`config.mk`:
```
export PLATFORM = sky130hd
export DESIGN_NAME = bp_train_scheduler
export DESIGN_NICKNAME = d
export VERILOG_FILES = /design/src/rtl/bp_train_scheduler.sv
export SDC_FILE = /design/constraint.sdc
export NUM_CORES = 1
export LEC_CHECK = 0
export CORE_MARGIN = 10
export CORE_UTILIZATION = 48
export CTS_BUF_LIST = sky130_fd_sc_hd__clkbuf_16
export CTS_CLUSTER_SIZE = 20
export DETAILED_ROUTE_END_ITERATION = 10
export PLACE_DENSITY_LB_ADDON = 0.05
export SETUP_SLACK_MARGIN = 0.02
export SYNTH_ARGS = -nofsm -noshare
export SYNTH_HDL_FRONTEND = slang
export SYNTH_SLANG_ARGS = --single-unit
```
`constraint.sdc`:
```
create_clock -name clk -period 2.09 [get_ports clk]
set_input_delay 0.209 -clock clk [delete_from_list [all_inputs] [get_ports clk]]
set_output_delay 0.209 -clock clk [all_outputs]
set_load 0.005 [all_outputs]
```
`src/rtl/bp_train_scheduler.sv`:
```
// In-order branch train sequencer: issues predictor lookups, checkpoints them in
// a circular in-flight queue, and retires resolved outcomes into the training port.
module bp_train_scheduler #(
  parameter int DEPTH = 4,
  parameter int PC_W  = 7,
  parameter int CNT_W = 16
) (
  input  logic                        clk,
  input  logic                        rst_n,
  input  logic                        fe_req_valid,
  input  logic [PC_W-1:0]             fe_req_pc,
  output logic                        fe_req_ready,
  output logic                        fe_pred_taken,
  output logic                        bp_predict_valid,
  output logic [PC_W-1:0]             bp_predict_pc,
  input  logic                        bp_predict_taken,
  input  logic [PC_W-1:0]             bp_predict_history,
  input  logic                        ex_resolve_valid,
  input  logic                        ex_resolve_taken,
  output logic                        ex_resolve_ready,
  output logic                        bp_train_valid,
  output logic                        bp_train_taken,
  output logic                        bp_train_mispredicted,
  output logic [PC_W-1:0]             bp_train_history,
  output logic [PC_W-1:0]             bp_train_pc,
  output logic                        flush,
  output logic [$clog2(DEPTH):0]      inflight_count,
  output logic [CNT_W-1:0]            stat_branches,
  output logic [CNT_W-1:0]            stat_mispredicts
);

  localparam int              AW         = $clog2(DEPTH);
  localparam logic [AW:0]     FULL_COUNT = (AW+1)'(DEPTH);
  localparam logic [CNT_W-1:0] CNT_MAX   = '1;
  localparam logic [0:0]      ST_RUN     = 1'b0;
  localparam logic [0:0]      ST_RECOVER = 1'b1;

  logic [PC_W-1:0] q_pc    [DEPTH];
  logic [PC_W-1:0] q_hist  [DEPTH];
  logic            q_taken [DEPTH];

  logic [AW-1:0] wr_ptr, rd_ptr;
  logic [AW:0]   count;
  logic [0:0]    state;
  logic          push, pop, mispred;

  assign fe_req_ready     = (state == ST_RUN) && (count < FULL_COUNT);
  assign bp_predict_valid = fe_req_valid & fe_req_ready;
  assign bp_predict_pc    = fe_req_pc;
  assign fe_pred_taken    = bp_predict_taken;
  assign ex_resolve_ready = (count != '0);
  assign inflight_count   = count;

  assign push    = bp_predict_valid;
  assign pop     = ex_resolve_valid & ex_resolve_ready;
  assign mispred = pop & (q_taken[rd_ptr] != ex_resolve_taken);

  // NOTE: queue storage has no reset; count and pointers alone define which entries are valid.
  always_ff @(posedge clk) begin
    if (push) begin
      q_pc[wr_ptr]    <= fe_req_pc;
      q_hist[wr_ptr]  <= bp_predict_history;
      q_taken[wr_ptr] <= bp_predict_taken;
    end
  end

  // A mispredict squashes the whole queue, including a same-cycle wrong-path push.
  always_ff @(posedge clk or negedge rst_n) begin
    if (!rst_n) begin
      wr_ptr <= '0;
      rd_ptr <= '0;
      count  <= '0;
    end else if (mispred) begin
      wr_ptr <= '0;
      rd_ptr <= '0;
      count  <= '0;
    end else begin
      if (push) wr_ptr <= wr_ptr + 1'b1;
      if (pop)  rd_ptr <= rd_ptr + 1'b1;
      case ({push, pop})
        2'b10:   count <= count + 1'b1;
        2'b01:   count <= count - 1'b1;
        default: count <= count;
      endcase
    end
  end

  always_ff @(posedge clk or negedge rst_n) begin
    if (!rst_n) begin
      state                 <= ST_RUN;
      flush                 <= 1'b0;
      bp_train_valid        <= 1'b0;
      bp_train_taken        <= 1'b0;
      bp_train_mispredicted <= 1'b0;
      bp_train_history      <= '0;
      bp_train_pc           <= '0;
    end else begin
      flush          <= mispred;
      bp_train_valid <= pop;
      if (pop) begin
        bp_train_taken        <= ex_resolve_taken;
        bp_train_mispredicted <= mispred;
        bp_train_history      <= q_hist[rd_ptr];
        bp_train_pc           <= q_pc[rd_ptr];
      end
      case (state)
        ST_RUN:     state <= mispred ? ST_RECOVER : ST_RUN;
        ST_RECOVER: state <= ST_RUN;
        default:    state <= ST_RUN;
      endcase
    end
  end

  always_ff @(posedge clk or negedge rst_n) begin
    if (!rst_n) begin
      stat_branches    <= '0;
      stat_mispredicts <= '0;
    end else begin
      if (pop && stat_branches != CNT_MAX)        stat_branches    <= stat_branches + 1'b1;
      if (mispred && stat_mispredicts != CNT_MAX) stat_mispredicts <= stat_mispredicts + 1'b1;
    end
  end

endmodule

```
**Word-level counts from Yosys, hierarchy flattened**

Memory sizes are Yosys's and may differ from the RTL's. A register that Yosys moved wholly into a read port is not among the register bits.
Cells that the tools add are included.
Widths: inputs -> output; s select.

- Eq/ne operators: 5
- Multiplexer cells: 10
- Add/subtract/negate cells: 6
- Reductions and logical operators: 9
- Multiply operators: 0
- Shifts and indexed selects: 0
- Bitwise operators: 4
- Order comparisons: 1
- Div/mod/pow operators: 0

Operators by type and width:

| cell | number |
|---|---|
| $add 16x1->16 const B | 2 |
| $ne 16x16->1 const B | 2 |
| $mux 2 | 4 |
| $pmux 3 s2 | 1 |
| $reduce_bool 3->1 | 2 |
| $add 2x1->2 const B | 2 |
| $reduce_bool 2->1 | 2 |
| $add 3x1->3 const B | 1 |
| $and 1x1->1 | 3 |
| $logic_and 1x1->1 | 3 |
| $lt 3x3->1 const B | 1 |
| $mux 1 | 3 |
| $mux 3 | 1 |
| $sub 3x1->3 const B | 1 |
| $eq 2x1->1 const B | 1 |
| $eq 2x2->1 const B | 1 |
| $logic_not 1->1 | 2 |
| $pmux 1 s2 | 1 |
| $ne 1x1->1 | 1 |
| $not 1->1 | 1 |

- Memory bits (writable): 60
- Memory bits (read-only): 0
- Memories kept: 3
- Input bits: 20
- Flip-flop bits (word level): 44
- Latch bits: 0

Memory list:

| memory | words | bits a word | rd ports | clocked after Yosys merged registers in | write ports | RTL line | RTL |
|---|---|---|---|---|---|---|---|
| q_hist | 4 | 7 | 1 | 1 | 1 | 39 | `logic [PC_W-1:0] q_hist [DEPTH];` |
| q_pc | 4 | 7 | 1 | 1 | 1 | 38 | `logic [PC_W-1:0] q_pc [DEPTH];` |
| q_taken | 4 | 1 | 1 | 0 | 1 | 40 | `logic q_taken [DEPTH];` |

**Depth between registers and ports, before layout**

- Depth in word-level cells: 6
- Depth in mapped cells: 8
- Depth with buffers taken out: 8

**Worst setup path before layout**

Ideal clock, no wire load.

- Kind: flip-flop to flip-flop
- Start: register count[1] (netlist: inflight_count[1])
- End: register count[2] (netlist: inflight_count[2])
- Library setup time: 66 ps
- Stages on the path, launching flop included: 8
- Path buffers: 0
- Arrival: 1,950 ps
- Setup slack: 74 ps
- Cell sequence: dfrtp_1 o31ai_4 inv_1 nand2_1 inv_1 fa_1 nor4_1 o31a_1

- Cells in the longest elaborated chain, start to end: 6
- Elaborated cells between the ends (all ways): 13

Ends and longest elaborated chain:

| what | RTL line | RTL |
|---|---|---|
| start, declared | 43 | `logic [AW:0] count;` |
| start signal, assigned | 81 | `2'b10: count <= count + 1'b1;` |
| start signal, assigned | 82 | `2'b01: count <= count - 1'b1;` |
| start signal, assigned | 83 | `default: count <= count;` |
| $lt 3x3->1 | 47 | `assign fe_req_ready = (state == ST_RUN) && (count < FULL_COUNT);` |
| $logic_and 1x1->1 | 47 |  |
| $and 1x1->1 | 48 | `assign bp_predict_valid = fe_req_valid & fe_req_ready;` |
| $eq 2x1->1 or $eq 2x2->1 (tied branches) | 80 | `case ({push, pop})` |
| $pmux 3 s2 | 80 |  |
| $mux 3 | 73 | `end else if (mispred) begin` |

Several ways; a longest one is shown, not always the timed one.
A chain may end at the register's enable or synchronous reset.

**Final worst setup path**

- Start: register count[2] (netlist: inflight_count[2])
- End: output port bp_predict_valid

- Cells in the longest elaborated chain, start to end: 3

Ends and longest elaborated chain:

| what | RTL line | RTL |
|---|---|---|
| $lt 3x3->1 | 47 |  |
| $logic_and 1x1->1 | 47 |  |
| $and 1x1->1 | 48 |  |
| end, declared | 14 | `output logic bp_predict_valid,` |

No other way between the ends.

==> impl_summary.md <==
Global routing
The number of global-route vias before repair came to around 3,300. The initial antenna violation count is 0. The first global-routing pass estimated between 15,000 and 20,000 µm of wire. The overall overflow remaining after global route is 0.

Entering global routing, the biggest net connects 40 pins. Global routing used 14.65% of the available tracks.

Worst setup path
The maximum fanout along the worst path is 5. The type of the worst setup path is reg2out. The critical path data arrival time is between 1.5 and 2 ns.

The critical path startpoint category is a register. The worst setup slack for register-to-register paths is 0.14 ns. For the worst setup path, the data required time is 1.88 ns. STA classifies the critical path endpoint as a primary output.

Logic synthesis
The synthesized instance count is between 300 and 400. Of all flip-flops after synthesis, the portion carrying an async set or reset was approximately half. The mapped netlist covers ~5000 µm². The number of enable-type register cells in the synthesized netlist is 60. In this run, distinct cell masters in the synthesized netlist total 42. The number of synthesized register bits is around 120. A synthesized cell averages ~14 µm². The sequential fraction of the synthesis area is about two thirds. For this run, the number of Yosys warnings is 0.

Among all flip-flop cells after synthesis, the most frequent one is sky130_fd_sc_hd__edfxtp_1. The post-synth net total is 389.

Clocking
The TritonCTS clock tree is yes. The clock transition at the registers of the reported paths is ~0.050 ns. The total number of clock tree sinks is approximately 120. In this run the deepest clock path goes through 2 buffers. In this run the clock root is driven by a sky130_fd_sc_hd__clkbuf_16. CTS built an H-tree with a depth of 4. The number of buffers added by the clock tree synthesis step is 17. The source-to-sink clock delay at the later pin of the worst-skew pair is just over 0.4 ns.

STA
The final hold violation count is 0. Headroom to the max-slew limit came out at about two thirds. For this run, the top clock speed supported by timing is just under 500 MHz. Subtracting the final worst setup slack from the clock period gives ~2.0 ns. The fraction of the cycle the final worst path needs is a little over nine tenths. Setup repair after global routing could not meet its margin everywhere. After routing, the total negative slack on setup checks comes to 0 ns. The final number of setup-violating endpoints is 0.

At the pin with the least slew margin, the transition time is 0.5239 ns. The max-slew violation count was 0. The clock arrives with roughly 0.012 ns of skew.

Die
The floorplan has 37 rows. The placeable core area is slightly above 10,000 µm². The die extent in y is 122.0 µm. The starting utilization of the core area is about half. The die covers ~15,000 µm². The die is approximately 120 µm wide.

84 I/O pins were placed.

Finish
The number of diodes added for antenna fixing is 0. The number of nets in the final layout is just under 500. From synthesis to final layout, the design area changed by 33.30%. The count of cells in the finished layout, fillers not included, comes to about 620.

The fraction of layout cells with a size suffix above 1 is approximately 16%.

Pwr
The switching power is 0.002548 W. The portion of total power attributed to sequential cells is 38.2%. Internal power comes to about 0.0062 W. The analysis attributes to cell leakage a power of between 2 and 3 nW.

The fraction of power consumed by combinational cells is between 30% and 40%. VDD sags by at most between 0.0006 and 0.0007 V. Net switching is 29.25% of the power.

In this run the power density over the cells is ~1300 nW/µm². The total power is about 0.0087 W. The share of total power dissipated in the clock network is a little under a third.

Route
Summing over every cut layer, the via total after detailed routing is ~3,200. The count of antenna-violating nets left after detailed routing is 0. Dividing the detail-routed via count by the number of cells gives 5.157. In this run, the number of DRC markers left after iteration 0 of detailed routing was ~130.

The number of remaining DRC errors is 0. Dividing the detail-routed wire length by the instance count gives roughly 17 µm. The total wirelength of the detailed-routed design is 10,470 µm.

The first detailed-routing pass ran for 7 iterations.

Place
In this run the tool buffered the top-level ports with 83 buffer cells. The number of placed instances, taps included, is 584. At the end of routability-driven placement, the weighted congestion stood at ~0.83. The sum of net half-perimeters after detailed placement is about 7000 µm.

Run
The count of maximum capacitance violations is 0.

Worst hold path
The tightest min-delay check is of the in2async type.

Run status
The run finished with clean final reports.
## routing by layer
metal,wire length [µm],track usage (%),up-vias
li1,-,-,1512
met1,4451,17.04,1586
met2,5221,24.50,79
met3,669,4.764,15
met4,131,6.036,0
met5,0,0,-
## path summary, 6_finish.rpt
check / start / to / depth (start not counted)
max: inflight_count[2] / bp_predict_valid / 5
min: rst_n / stat_mispredicts[7] / 2
max reg2reg: rd_ptr[1] / stat_mispredicts[14] / 5
min reg2reg: bp_train_pc[3] / bp_train_pc[3] / 2
max in group asynchronous: rst_n / rd_ptr[1] / 3
min in group clk: bp_predict_history[5] / q_hist[3][5] / 1
## power by group through the flow
stage | combinational [W] | sequential [W] | clock [W]
after detailed placement | 0.00265 | 0.00336 | 0
after global placement | 0.00261 | 0.00334 | 0
after floorplan | 0.00137 | 0.00334 | 0
after global routing | 0.00295 | 0.00339 | 0.00286
final | 0.00266 | 0.00333 | 0.00272
after CTS | 0.00269 | 0.00333 | 0.00276
## final cells by class
type	count	area (µm²)
Clock buffer	19	475.5
Clock inverter	13	90.09
Fill cell	788	3580
Inverter	12	50.05
Multi-Input combinational cell	213	1584
Sequential cell	118	3253
Tap cell	136	170.2
Timing Repair Buffer	108	1028
## synthesized netlist by cell type, types with 5 or more instances
cell / instances / share of area, %
sky130_fd_sc_hd__a21oi_1: 5 / 0.50
sky130_fd_sc_hd__and3_1: 8 / 1.0
sky130_fd_sc_hd__buf_4: 9 / 1.4
sky130_fd_sc_hd__clkbuf_1: 7 / 0.53
sky130_fd_sc_hd__dfrtp_1: 58 / 29
sky130_fd_sc_hd__edfxtp_1: 60 / 36
sky130_fd_sc_hd__ha_1: 6 / 1.5
sky130_fd_sc_hd__inv_1: 11 / 0.83
sky130_fd_sc_hd__mux4_2: 14 / 6.3
sky130_fd_sc_hd__nand2_1: 67 / 5.0
sky130_fd_sc_hd__nand3_1: 9 / 0.90
sky130_fd_sc_hd__nand4_1: 9 / 1.1
sky130_fd_sc_hd__nor2_1: 18 / 1.4
sky130_fd_sc_hd__nor3_1: 5 / 0.50
sky130_fd_sc_hd__o21ai_0: 7 / 0.70
sky130_fd_sc_hd__xnor2_1: 21 / 3.7
sky130_fd_sc_hd__xor2_1: 10 / 1.8
## flip-flops by register name (all words and copies together), names as in the netlist, 2 cells and up
register          flops
bp_train_pc           7
q_taken               4
stat_mispredicts     16
bp_train_history      7
wr_ptr                2
q_hist               28
inflight_count        3
q_pc                 28
rd_ptr                2
stat_branches        16
## timing repair
item,in CTS,in global routing
pin swaps,0,2
hold buffers,1,0
buffers inserted,0,2
setup endpoints to repair,1,4
gates resized for setup,4,2
endpoints found under the hold margin,19,0
## worst max-delay path: stages (launching register included)
cell                              delay [ns]
sky130_fd_sc_hd__dfrtp_1                0.41
sky130_fd_sc_hd__buf_4                  0.18
sky130_fd_sc_hd__nor2_4                 0.12
sky130_fd_sc_hd__nand2_2                0.10
sky130_fd_sc_hd__clkinv_4               0.09
sky130_fd_sc_hd__clkdlybuf4s50_1        0.50
## logic make-up (layout without fill, tap and decap cells)
group | Yosys count | in the layout | synth area share [%]
xor+xnor | 31 | 31 | 5.441
buf+inv | 31 | 152 | 3.335
compound gates | 23 | 23 | 3.460
fa+ha+maj | 7 | 7 | 1.906
flops | 118 | 118 | 65.20
mux | 22 | 22 | 8.275
simple gates | 130 | 130 | 12.39
## layout by cell type, fill, tap and decap left out, types with 3 or more instances in the layout
cell type                          n
sky130_fd_sc_hd__nand3_1           9
sky130_fd_sc_hd__ha_1              6
sky130_fd_sc_hd__clkbuf_16        19
sky130_fd_sc_hd__xor2_1           10
sky130_fd_sc_hd__nor2_1           17
sky130_fd_sc_hd__buf_4            23
sky130_fd_sc_hd__nand2_1          66
sky130_fd_sc_hd__clkdlybuf4s50_1  82
sky130_fd_sc_hd__xnor2_1          21
sky130_fd_sc_hd__mux4_2           14
sky130_fd_sc_hd__o21ai_0           7
sky130_fd_sc_hd__clkinv_2          3
sky130_fd_sc_hd__nand4_1           9
sky130_fd_sc_hd__and3_1            8
sky130_fd_sc_hd__dfrtp_1          58
sky130_fd_sc_hd__edfxtp_1         60
sky130_fd_sc_hd__nor3_1            5
sky130_fd_sc_hd__a21oi_1           5
sky130_fd_sc_hd__inv_1            15
sky130_fd_sc_hd__o211ai_1          3
sky130_fd_sc_hd__nor4_1            3
## through the flow
stage | worst slack (ns) | utilization, % | area (µm²) | hold slack, ns
after floorplan | 0.07418 | - | 4990 | -0.08659
after global placement | 0.1281 | 59.06 | 6042 | 0.2053
after detailed placement | 0.07440 | 59.06 | 6042 | 0.2190
after CTS | 0.02326 | 64.78 | 6628 | 0.3369
after global routing | -0.001688 | 65.01 | 6651 | 0.3824
final | 0.06692 | 65.01 | 6651 | 0.3219
Note: power is estimated with default switching activity, not from simulation.
==> patch (config.mk and constraints unchanged) <==
Reset style: synchronous (`rst_n`), changed in 3 clocked blocks.
--- a/src/rtl/bp_train_scheduler.sv
+++ b/src/rtl/bp_train_scheduler.sv
@@ -67,3 +67,3 @@
   // A mispredict squashes the whole queue, including a same-cycle wrong-path push.
-  always_ff @(posedge clk or negedge rst_n) begin
+  always_ff @(posedge clk) begin
     if (!rst_n) begin
@@ -87,3 +87,3 @@
 
-  always_ff @(posedge clk or negedge rst_n) begin
+  always_ff @(posedge clk) begin
     if (!rst_n) begin
@@ -113,3 +113,3 @@
 
-  always_ff @(posedge clk or negedge rst_n) begin
+  always_ff @(posedge clk) begin
     if (!rst_n) begin
Check against the original RTL: differs if rst_n is asserted again (counterexample within 4 cycles, from zero or initial values and one cycle with rst_n low); with rst_n held inactive, the same outputs for 10 cycles.
==> patch against the unedited design <==
Wire length is 5.7% higher; area after synthesis grew 0.10%; power shrank 11%; sequential cell count up 2; maximum frequency rose by 1.7%; hold slack gained 110 ps; setup slack better by 33 ps; cell area about the same; largest cell class unchanged; largest power group unchanged.
==> patch: results (changes against the unedited design) <==
set qor(biggestRegsByFlops) {q_hist x28, q_pc x28}
set qor(grt_pass1_wl_um) 18100 ;# +8.0%
set qor(fin_tns_setup_ps) 0 ;# unchanged
set qor(layout_cells_sized_above_1_pct) 16.0 ;# -0.39 points
set qor(n_fill_cell) 800 ;# +1.5%
set qor(synthFlopType) {sky130_fd_sc_hd__edfxtp_1}
set qor(synth_sequential_area_ratio_pct) 60.1 ;# -5.1 points
set qor(fin_skew_ps) 17.8 ;# +6.21 ps
set qor(worstPathMaxFanout) 6 ;# +1
set qor(synth_top_cells_by_count) {60 x sky130_fd_sc_hd__dfxtp_1, 60 x sky130_fd_sc_hd__edfxtp_1, 51 x sky130_fd_sc_hd__nand2_1, 34 x sky130_fd_sc_hd__nor2_1, 28 x sky130_fd_sc_hd__a21oi_1}
set qor(netlist-cell-type-count) 48 ;# +14%
set qor(number_of_enable_flip_flop_cells_after_synthesis) 60 ;# unchanged
set qor(grt_antenna_before_repair) 0 ;# unchanged
set qor(synth-async-reset-ratio_pct) 0 ;# -49 points
set qor(warning_count_from_the_yosys_run) 0 ;# unchanged
set qor(syn_area_per_cell_um2) 12.2 ;# -11%
set qor(final-instance-count-excl-fill) 656 ;# +6.0%
set qor(cts_inserted_buffers) 17 ;# unchanged
set qor(post_syn_nets) 437 ;# +12%
set qor(min-delay-path-class) {input port to register}
set qor(total_nets_final) 535 ;# +7.6%
set qor(vias_in_the_first_global_route) 3571 ;# +7.7%
set qor(vdd_drop_max_uv) 678 ;# +7.7%
set qor(outcome) {finished, final reports clean}
set qor(ys_top_cells_by_area) {sky130_fd_sc_hd__edfxtp_1 36%, sky130_fd_sc_hd__dfxtp_1 24%, sky130_fd_sc_hd__mux4_2 6.3%}
set qor(initialDrtViolationCount) 255 ;# +100%
set qor(leakage_nw) 2.25 ;# -15%
set qor(place.detailed.hpwl_um) 7450 ;# +5.9%
set qor(track_usage_pct) 15.3 ;# +0.68 points
set qor(antenna-diode-count) 0 ;# unchanged
set qor(gp_congestion) 0.831 ;# +0.67%
set qor(worstPathArrival_ps) 1780 ;# -30 ps
set qor(clk-insertion-delay-late_ps) 410 ;# about the same
set qor(clkSlewWorstSetupHoldPaths_ps) 60
set qor(ctsLongestPathBuffers) 2 ;# unchanged
set qor(cts_max_level) 4 ;# unchanged
set qor(drt-total-wl_um) 11100 ;# +5.7%
set qor(detail_route.first_pass.iterations) 4 ;# -3
set qor(placed_cells) 624 ;# +6.8%
set qor(place.port_buffers) 83 ;# unchanged
set qor(root_buffer_selected_by_cts) {sky130_fd_sc_hd__clkbuf_16}
set qor(tightestPinTransition_ps) 726 ;# +203 ps
set qor(grt_max_degree) 39 ;# -2.5%
set qor(via_per_inst) 5.30 ;# +2.8%
[patch: cell count changes after synthesis, sizes merged, moves of 6 or more]
cell / unedited run / this run
mux2i: 3 / 10
xnor2: 21 / 15
xor2: 10 / 4
a21oi: 5 / 28
nor2: 18 / 34
dfrtp: 58 / 0
nand2: 67 / 51
dfxtp: 0 / 60
[patch: power by group]
group	leakage (nW)	internal [mW]	switching, mW
Clock	0.281	1.78	1.11
Sequential	1.04	2.87	0.196
Combinational	0.933	0.936	0.854
[patch: final cells by class]
cell class	instances	area, um^2	area share [%]
clock inverters	15	166	2.50
clock buffers	17	425	6.39
multi-input cells	255	1850	27.8
well taps	136	170	2.56
flip-flops and latches	120	3010	45.2
inverters	12	45.0	0.677
repair buffers	101	991	14.9
[patch: final timing paths]
check / slack (ps) / end / cells past startpoint / start
worst max-delay path: 100 / bp_predict_valid / 4 / inflight_count[2]$_SDFFE_PP0P_
worst min-delay path: 430 / q_hist[2][6]$_DFFE_PP_ / 1 / bp_predict_history[6]
worst max register to register: 150 / stat_mispredicts[10]$_SDFFE_PN0P_ / 5 / register
worst min register to register: 450 / bp_train_history[4]$_SDFFE_PN0P_ / 2 / bp_train_history[4]$_SDFFE_PN0P_
[patch: what timing repair did]
item / in CTS / in global routing
buffers inserted: 0 / 0
hold buffers: 0 / 0
resized for setup: 1 / 3
setup endpoints to repair: 1 / 15
pin swaps: 0 / 1
[patch: through the flow]
step | cell area [um^2] | setup WS [ps]
2_1_floorplan | 5010 | 55.9
3_3_place_gp | 6050 | 47.8
3_5_place_dp | 6050 | -39.5
4_1_cts | 6640 | 53.2
5_1_grt | 6660 | -23.3
6_report | 6660 | 100
[patch: metal layers]
metal / global-route usage [%] / part of all wire [%]
met4: 5.22 / 1.3
met2: 26.0 / 50
met5: 0 / 0
met3: 4.76 / 5.6
met1: 18.0 / 43
[patch: cell families (layout without fill, tap and decap cells)]
group	count (synthesis)	count (layout)	share of synthesized area, %
AOI/OAI and AO/OA	48	48	6.19
xor gates and xnor gates	19	19	3.33
adders and majority gates	8	8	2.15
buffers and inverters	34	145	3.31
DFF	120	120	60.1
muxes	26	26	8.92
and+or+nand+nor	154	154	16.0
[patch: worst max-delay path: stages, from the launching register on]
cell and delay (ps):
sky130_fd_sc_hd__dfxtp_2 360, sky130_fd_sc_hd__nor2_2 220, sky130_fd_sc_hd__and2_1 180, sky130_fd_sc_hd__buf_4 130
sky130_fd_sc_hd__clkdlybuf4s50_1 500
